--- src/rtl/maxpool_stream_kxk.sv ---
// maxpool_stream_kxk: streaming, channel-parallel, non-overlapping KxK max-pool
// over sign-magnitude (FP16-style) pixels arriving one per beat in raster order.
// Per-bin partial maxima live in registers; results leave through a one-entry
// registered output stage with valid/ready flow control.
// Optional feature: define MAXPOOL_RELU_EN to clamp negative results (including
// -0) to all-zeros at the output register.
module maxpool_stream_kxk #(
   parameter int DATA_WIDTH = 16,
   parameter int D          = 2,
   parameter int H          = 9,
   parameter int W          = 9,
   parameter int K          = 9
) (
   input  logic                    clk,
   input  logic                    reset,
   input  logic                    in_valid,
   output logic                    in_ready,
   input  logic [D*DATA_WIDTH-1:0] in_data,
   output logic                    out_valid,
   input  logic                    out_ready,
   output logic [D*DATA_WIDTH-1:0] out_data,
   output logic                    out_last
);

   localparam int NB = W / K;
   localparam int RW = (H  > 1) ? $clog2(H)  : 1;
   localparam int CW = (W  > 1) ? $clog2(W)  : 1;
   localparam int KW = (K  > 1) ? $clog2(K)  : 1;
   localparam int JW = (NB > 1) ? $clog2(NB) : 1;

   // Input beats the positive-vs-negative comparison when it is strictly larger;
   // the sign decides first, so +0 overtakes a -0 accumulator.
   function automatic logic in_wins(input logic [DATA_WIDTH-1:0] a,
                                    input logic [DATA_WIDTH-1:0] b);
      logic sa;
      logic sb;
      logic [DATA_WIDTH-2:0] ma;
      logic [DATA_WIDTH-2:0] mb;
      sa = a[DATA_WIDTH-1];
      sb = b[DATA_WIDTH-1];
      ma = a[DATA_WIDTH-2:0];
      mb = b[DATA_WIDTH-2:0];
      if (sa != sb) return sa;
      else if (!sa)  return (mb > ma);
      else           return (mb < ma);
   endfunction

   // Sign-magnitude max; accumulator (a) is kept on ties.
   function automatic logic [DATA_WIDTH-1:0] sm_max(input logic [DATA_WIDTH-1:0] a,
                                                    input logic [DATA_WIDTH-1:0] b);
      return in_wins(a, b) ? b : a;
   endfunction

   // Output-stage activation: optional fused ReLU.
   function automatic logic [DATA_WIDTH-1:0] out_act(input logic [DATA_WIDTH-1:0] x);
`ifdef MAXPOOL_RELU_EN
      return x[DATA_WIDTH-1] ? '0 : x;
`else
      return x;
`endif
   endfunction

   logic [RW-1:0] r_q,  r_d;
   logic [CW-1:0] c_q,  c_d;
   logic [KW-1:0] pr_q, pr_d;
   logic [KW-1:0] pc_q, pc_d;
   logic [JW-1:0] j_q,  j_d;

   logic [DATA_WIDTH-1:0] acc_q [NB][D];
   logic [DATA_WIDTH-1:0] acc_d [NB][D];

   logic                    out_valid_q, out_valid_d;
   logic                    out_last_q,  out_last_d;
   logic [D*DATA_WIDTH-1:0] out_data_q,  out_data_d;

   logic [DATA_WIDTH-1:0] in_ch  [D];
   logic [DATA_WIDTH-1:0] sel_ch [D];
   logic [DATA_WIDTH-1:0] cur_ch [D];

   logic accept;
   logic first_beat;
   logic win_done;
   logic col_last;
   logic row_last;
   logic pc_last;
   logic pr_last;

   assign in_ready  = !out_valid_q || out_ready;
   assign out_valid = out_valid_q;
   assign out_data  = out_data_q;
   assign out_last  = out_last_q;

   // Next-state: raster counters, per-bin accumulation and output-slot update.
   always_comb begin
      accept     = in_valid && in_ready;
      col_last   = (c_q  == CW'(W - 1));
      row_last   = (r_q  == RW'(H - 1));
      pc_last    = (pc_q == KW'(K - 1));
      pr_last    = (pr_q == KW'(K - 1));
      first_beat = (pr_q == '0) && (pc_q == '0);
      win_done   = pr_last && pc_last;

      r_d         = r_q;
      c_d         = c_q;
      pr_d        = pr_q;
      pc_d        = pc_q;
      j_d         = j_q;
      acc_d       = acc_q;
      out_valid_d = out_valid_q;
      out_last_d  = out_last_q;
      out_data_d  = out_data_q;

      // Slice channels and pick the active bin's partial maxima.
      for (int ch = 0; ch < D; ch++) begin
         in_ch[ch]  = in_data[(D-ch)*DATA_WIDTH-1 -: DATA_WIDTH];
         sel_ch[ch] = '0;
         for (int jj = 0; jj < NB; jj++) begin
            if (j_q == JW'(jj)) sel_ch[ch] = acc_q[jj][ch];
         end
         cur_ch[ch] = first_beat ? in_ch[ch] : sm_max(sel_ch[ch], in_ch[ch]);
      end

      // A consumed result frees the slot unless a new one replaces it below.
      if (out_valid_q && out_ready) out_valid_d = 1'b0;

      if (accept) begin
         for (int jj = 0; jj < NB; jj++) begin
            if (j_q == JW'(jj)) begin
               for (int ch = 0; ch < D; ch++) acc_d[jj][ch] = cur_ch[ch];
            end
         end

         if (win_done) begin
            out_valid_d = 1'b1;
            out_last_d  = row_last && col_last;
            for (int ch = 0; ch < D; ch++) begin
               out_data_d[(D-ch)*DATA_WIDTH-1 -: DATA_WIDTH] = out_act(cur_ch[ch]);
            end
         end

         // W and H are multiples of K, so the window phases wrap with the row/frame.
         if (col_last) begin
            c_d  = '0;
            j_d  = '0;
            pc_d = '0;
            pr_d = pr_last  ? '0 : pr_q + 1'b1;
            r_d  = row_last ? '0 : r_q + 1'b1;
         end else begin
            c_d = c_q + 1'b1;
            if (pc_last) begin
               pc_d = '0;
               j_d  = j_q + 1'b1;
            end else begin
               pc_d = pc_q + 1'b1;
            end
         end
      end
   end

   // State register with synchronous reset.
   always_ff @(posedge clk) begin
      if (reset) begin
         r_q         <= '0;
         c_q         <= '0;
         pr_q        <= '0;
         pc_q        <= '0;
         j_q         <= '0;
         out_valid_q <= 1'b0;
         out_last_q  <= 1'b0;
         out_data_q  <= '0;
         for (int jj = 0; jj < NB; jj++) begin
            for (int ch = 0; ch < D; ch++) acc_q[jj][ch] <= '0;
         end
      end else begin
         r_q         <= r_d;
         c_q         <= c_d;
         pr_q        <= pr_d;
         pc_q        <= pc_d;
         j_q         <= j_d;
         out_valid_q <= out_valid_d;
         out_last_q  <= out_last_d;
         out_data_q  <= out_data_d;
         acc_q       <= acc_d;
      end
   end

endmodule

--- config.mk ---
export PLATFORM = sky130hd
export DESIGN_NAME = maxpool_stream_kxk
export DESIGN_NICKNAME = d
export VERILOG_FILES = /design/src/rtl/maxpool_stream_kxk.sv
export SDC_FILE = /design/constraint.sdc
export NUM_CORES = 1
export LEC_CHECK = 0
export CAP_MARGIN = 15
export CORE_MARGIN = 1.5
export CORE_UTILIZATION = 30
export CTS_CLUSTER_SIZE = 16
export DETAILED_ROUTE_END_ITERATION = 7
export HOLD_SLACK_MARGIN = 0.05
export SLEW_MARGIN = 10
export SYNTH_ARGS = -nofsm -noshare
export SYNTH_HDL_FRONTEND = slang
export SYNTH_SLANG_ARGS = --single-unit
--- constraint.sdc ---
create_clock -name clk -period 3.9 [get_ports clk]
set_input_delay 0.585 -clock clk [delete_from_list [all_inputs] [get_ports clk]]
set_output_delay 0.585 -clock clk [all_outputs]
set_load 0.01 [all_outputs]
==> impl_results.md <==
- Post-synthesis sequential area ratio: a little over a third
- Power Density: 351 nW/µm²
- Multi-input logic area: about 2900 µm²
- Finished Cell Area: 5960 µm²
- Max-Cap Viols: 0
- Worst vdd ir: between 0.2 and 0.25 mV
- Hold Fails Final Rpt: 0
- Post-synth cell types: 50
- Total GRT Usage: 15.4%
- Worst path most repeated cell: nand2_1
- Synth Area per Inst: around 8.5 µm²
- Pleak: 2.36 nW
- Placed cell area: approximately 5700 µm²
- Req. time, crit path: 4.11 ns
- Slowest stage cell, crit path: nand3_1
- Worst-path clk slew: approximately 0.06 ns
- Status: finished clean
- Vias in the first global route: 4166
- Hold path start: out_data[31]
- RSZ-0062 raised after global routing: no
- Post-synth EDFFs: 0
- Residual DRC: 0
- Dominant synthesized flop cell: dfxtp_1
- Vias per cell: 5.05
- Worst-path fanout max: 28
- Fill count: 1505
- Critical path endpoint category: flop
- CP max stage delay: ~0.64 ns
- GR Overflow Total: 0
- Most frequent cells in the layout: dfxtp_1 (83), clkdlybuf4s50_1 (69), nand2b_1 (62), nand2_1 (56), a21oi_1 (39)
- Final setup fails: 0
- Asr flop ratio synth: 0%
- Slew margin rel.: between 30% and 40%
- Worst-Skew Late Latency: around 0.34 ns
- Tightest Pin Transition: between 0.9 and 1 ns
- Delay-heaviest family, CP: simple AND/OR/NAND/NOR gates
- Initial antenna violation count: 0
- DRT iter0 DRCs: between 200 and 250
- Die Area: between 15000 and 20000 µm²
- Via count: 4228
- Worst path bufs/invs: 2
- Worst Hold End: out_data[31]
- Post-CTS sizing: 0
- R2R cell count: 10
- # diodes: 0
- CORE AREA: 15400 µm²
- Data arrival, critical path: between 3 and 4 ns
- Row count: between 40 and 50
- CTS Hold Bufs: 0
- Most common cell after layout, fill and taps aside: dfxtp_1
- Clk buf depth: 2
- Fraction of layout instances using a drive strength above 1: 6.55%
- Initial Util: 31.0%
- CP startpoint kind: flop
- F_max: 0.323 GHz
- Final ANT Viol Nets: 0
- CTS tree: yes
- Final Wtd Congestion: 0.783
- Synth Register Bits: 83
- Drt first pass iters: 4
- Fin crit period: around 3.1 ns
- RR Endpoint: out_data[10]
- Hold Path Class: reg -> reg
- Setup tns final: 0 ns
- Post-synth net total: approximately 640
- PortBufs: 70
- Die H: 129 µm
- Period utilization: 79.5%
- Nets: between 600 and 700
- Routed wire per std cell: 14.9 µm
- FF/Latch Area: about 1700 µm²
- IO Pins: slightly above 70
- Syn-to-layout area delta: 25.0%
- Die width: about 130 µm
- Global-route wire length before repair: 20.3 mm
- R2R Path Start: j_q
- Post-Route WL: between 10 and 15 mm
- CTS Buf Count: 9
- Critical path type: reg -> reg
- Worst path cell trace: clkinv_1 > buf_4 > nand2_1 > ha_1 > nand2_1 > o21ai_0 > a221oi_1 > nand3_1 > nand4_1 > a31oi_1
- Dpl hpwl: around 8.8 mm
- CTS Root Cell: clkbuf_16
- CTS Sinks: 83
- H-Tree Depth: 3
- Hold depth: 2
- Reg2Reg Setup Slack: 0.80 ns
- Slew Limit Fails: 0
- Synthesized area: 4770 µm²
- Largest net degree at the start of global routing: 44
- Clock Skew: around 0.0057 ns
- Postcts setup bufs: 0
- Post-Syn Instances: 562
- Ys Warns: 0
==> final cells by class <==
cell class	instances	share of cell area, %
clock buffer	13	4.36
clock inverter	2	0.587
inverter	11	0.692
multi-input combinational	430	48.3
sequential	83	27.9
tap	211	4.43
timing repair buffer	87	13.8
==> synthesized netlist by cell type (all sizes together), types with 4 or more instances <==
library cell  count  share of area [%]
and3              4               0.55
o21bai           30                4.7
mux2i            31                6.5
nor2b             6               0.84
a31oi            30                3.9
nor3             13                1.6
o21ai            37                3.9
ha               38                 10
nand4            20                2.6
inv              10               0.79
nand3             6               0.63
nor2             19                1.5
nand2b           62                8.1
nand2            56                4.4
a21oi            39                4.1
clkbuf           25                2.0
dfxtp            83                 35
buf              13                2.0
==> through the flow <==
| step | hold slack [ns] | power [mW] | instances | utilization (%) | setup WS (ns) |
|---|---|---|---|---|---|
| 3_5_place_dp | 0.461 | 1.25 | 822 | 36.9 | 0.447 |
| 3_3_place_gp | 0.457 | 1.24 | 822 | 36.9 | 0.541 |
| 4_1_cts | 0.469 | 2.12 | 837 | 38.8 | 0.794 |
| 5_1_grt | 0.482 | 2.20 | 837 | 38.8 | 0.572 |
| 2_1_floorplan | 0.444 | 1.14 | 562 | - | 0.759 |
| 6_report | 0.461 | 2.09 | 837 | 38.8 | 0.801 |
==> registers in the layout (all words and copies together), names as in the netlist <==
| name | flops |
|---|---|
| out_last | 1 |
| j_q | 1 |
| acc_q | 32 |
| pr_q | 4 |
| pc_q | 4 |
| out_valid | 1 |
| r_q | 4 |
| c_q | 4 |
| out_data | 32 |
==> kinds of logic after synthesis <==
| kind of cell | count (synthesis) | share of synthesized area [%] |
|---|---|---|
| AOI/OAI and AO/OA | 156 | 20.5 |
| muxes | 31 | 6.50 |
| DFF | 83 | 34.8 |
| buffers and inverters | 49 | 4.85 |
| adders and majority gates | 38 | 9.96 |
| xor gates and xnor gates | 6 | 1.10 |
| and+or+nand+nor | 199 | 22.3 |
==> worst max-delay path by stage <==
stage,startpoint,end,slack (ns),cells after the start
global placement,in_data[26],acc_q[25],0.54,8
CTS,in_data[26],acc_q[18],0.79,8
floorplan,j_q,acc_q[10],0.76,14
detailed placement,in_data[26],acc_q[24],0.45,8
finish,j_q,out_data[10],0.80,10
global route,in_data[26],acc_q[24],0.57,8
==> worst min-delay path, cell delays in order (launching register included) <==
cell and delay (ns):
dfxtp_1 0.31, nand2_1 0.05, a21oi_1 0.05
==> where the power goes <==
part / internal, mW / switching (mW)
Sequential: 0.879 / 0.0245
Combinational: 0.150 / 0.178
Clock: 0.527 / 0.336
==> layer usage <==
layer / wire length [µm] / track usage, %
met1: 5630 / 18.7
met4: 178 / 6.81
met5: 0 / 0
met2: 6160 / 26.9
met3: 472 / 2.48
No activity file was read; power rests on OpenSTA's default activity.
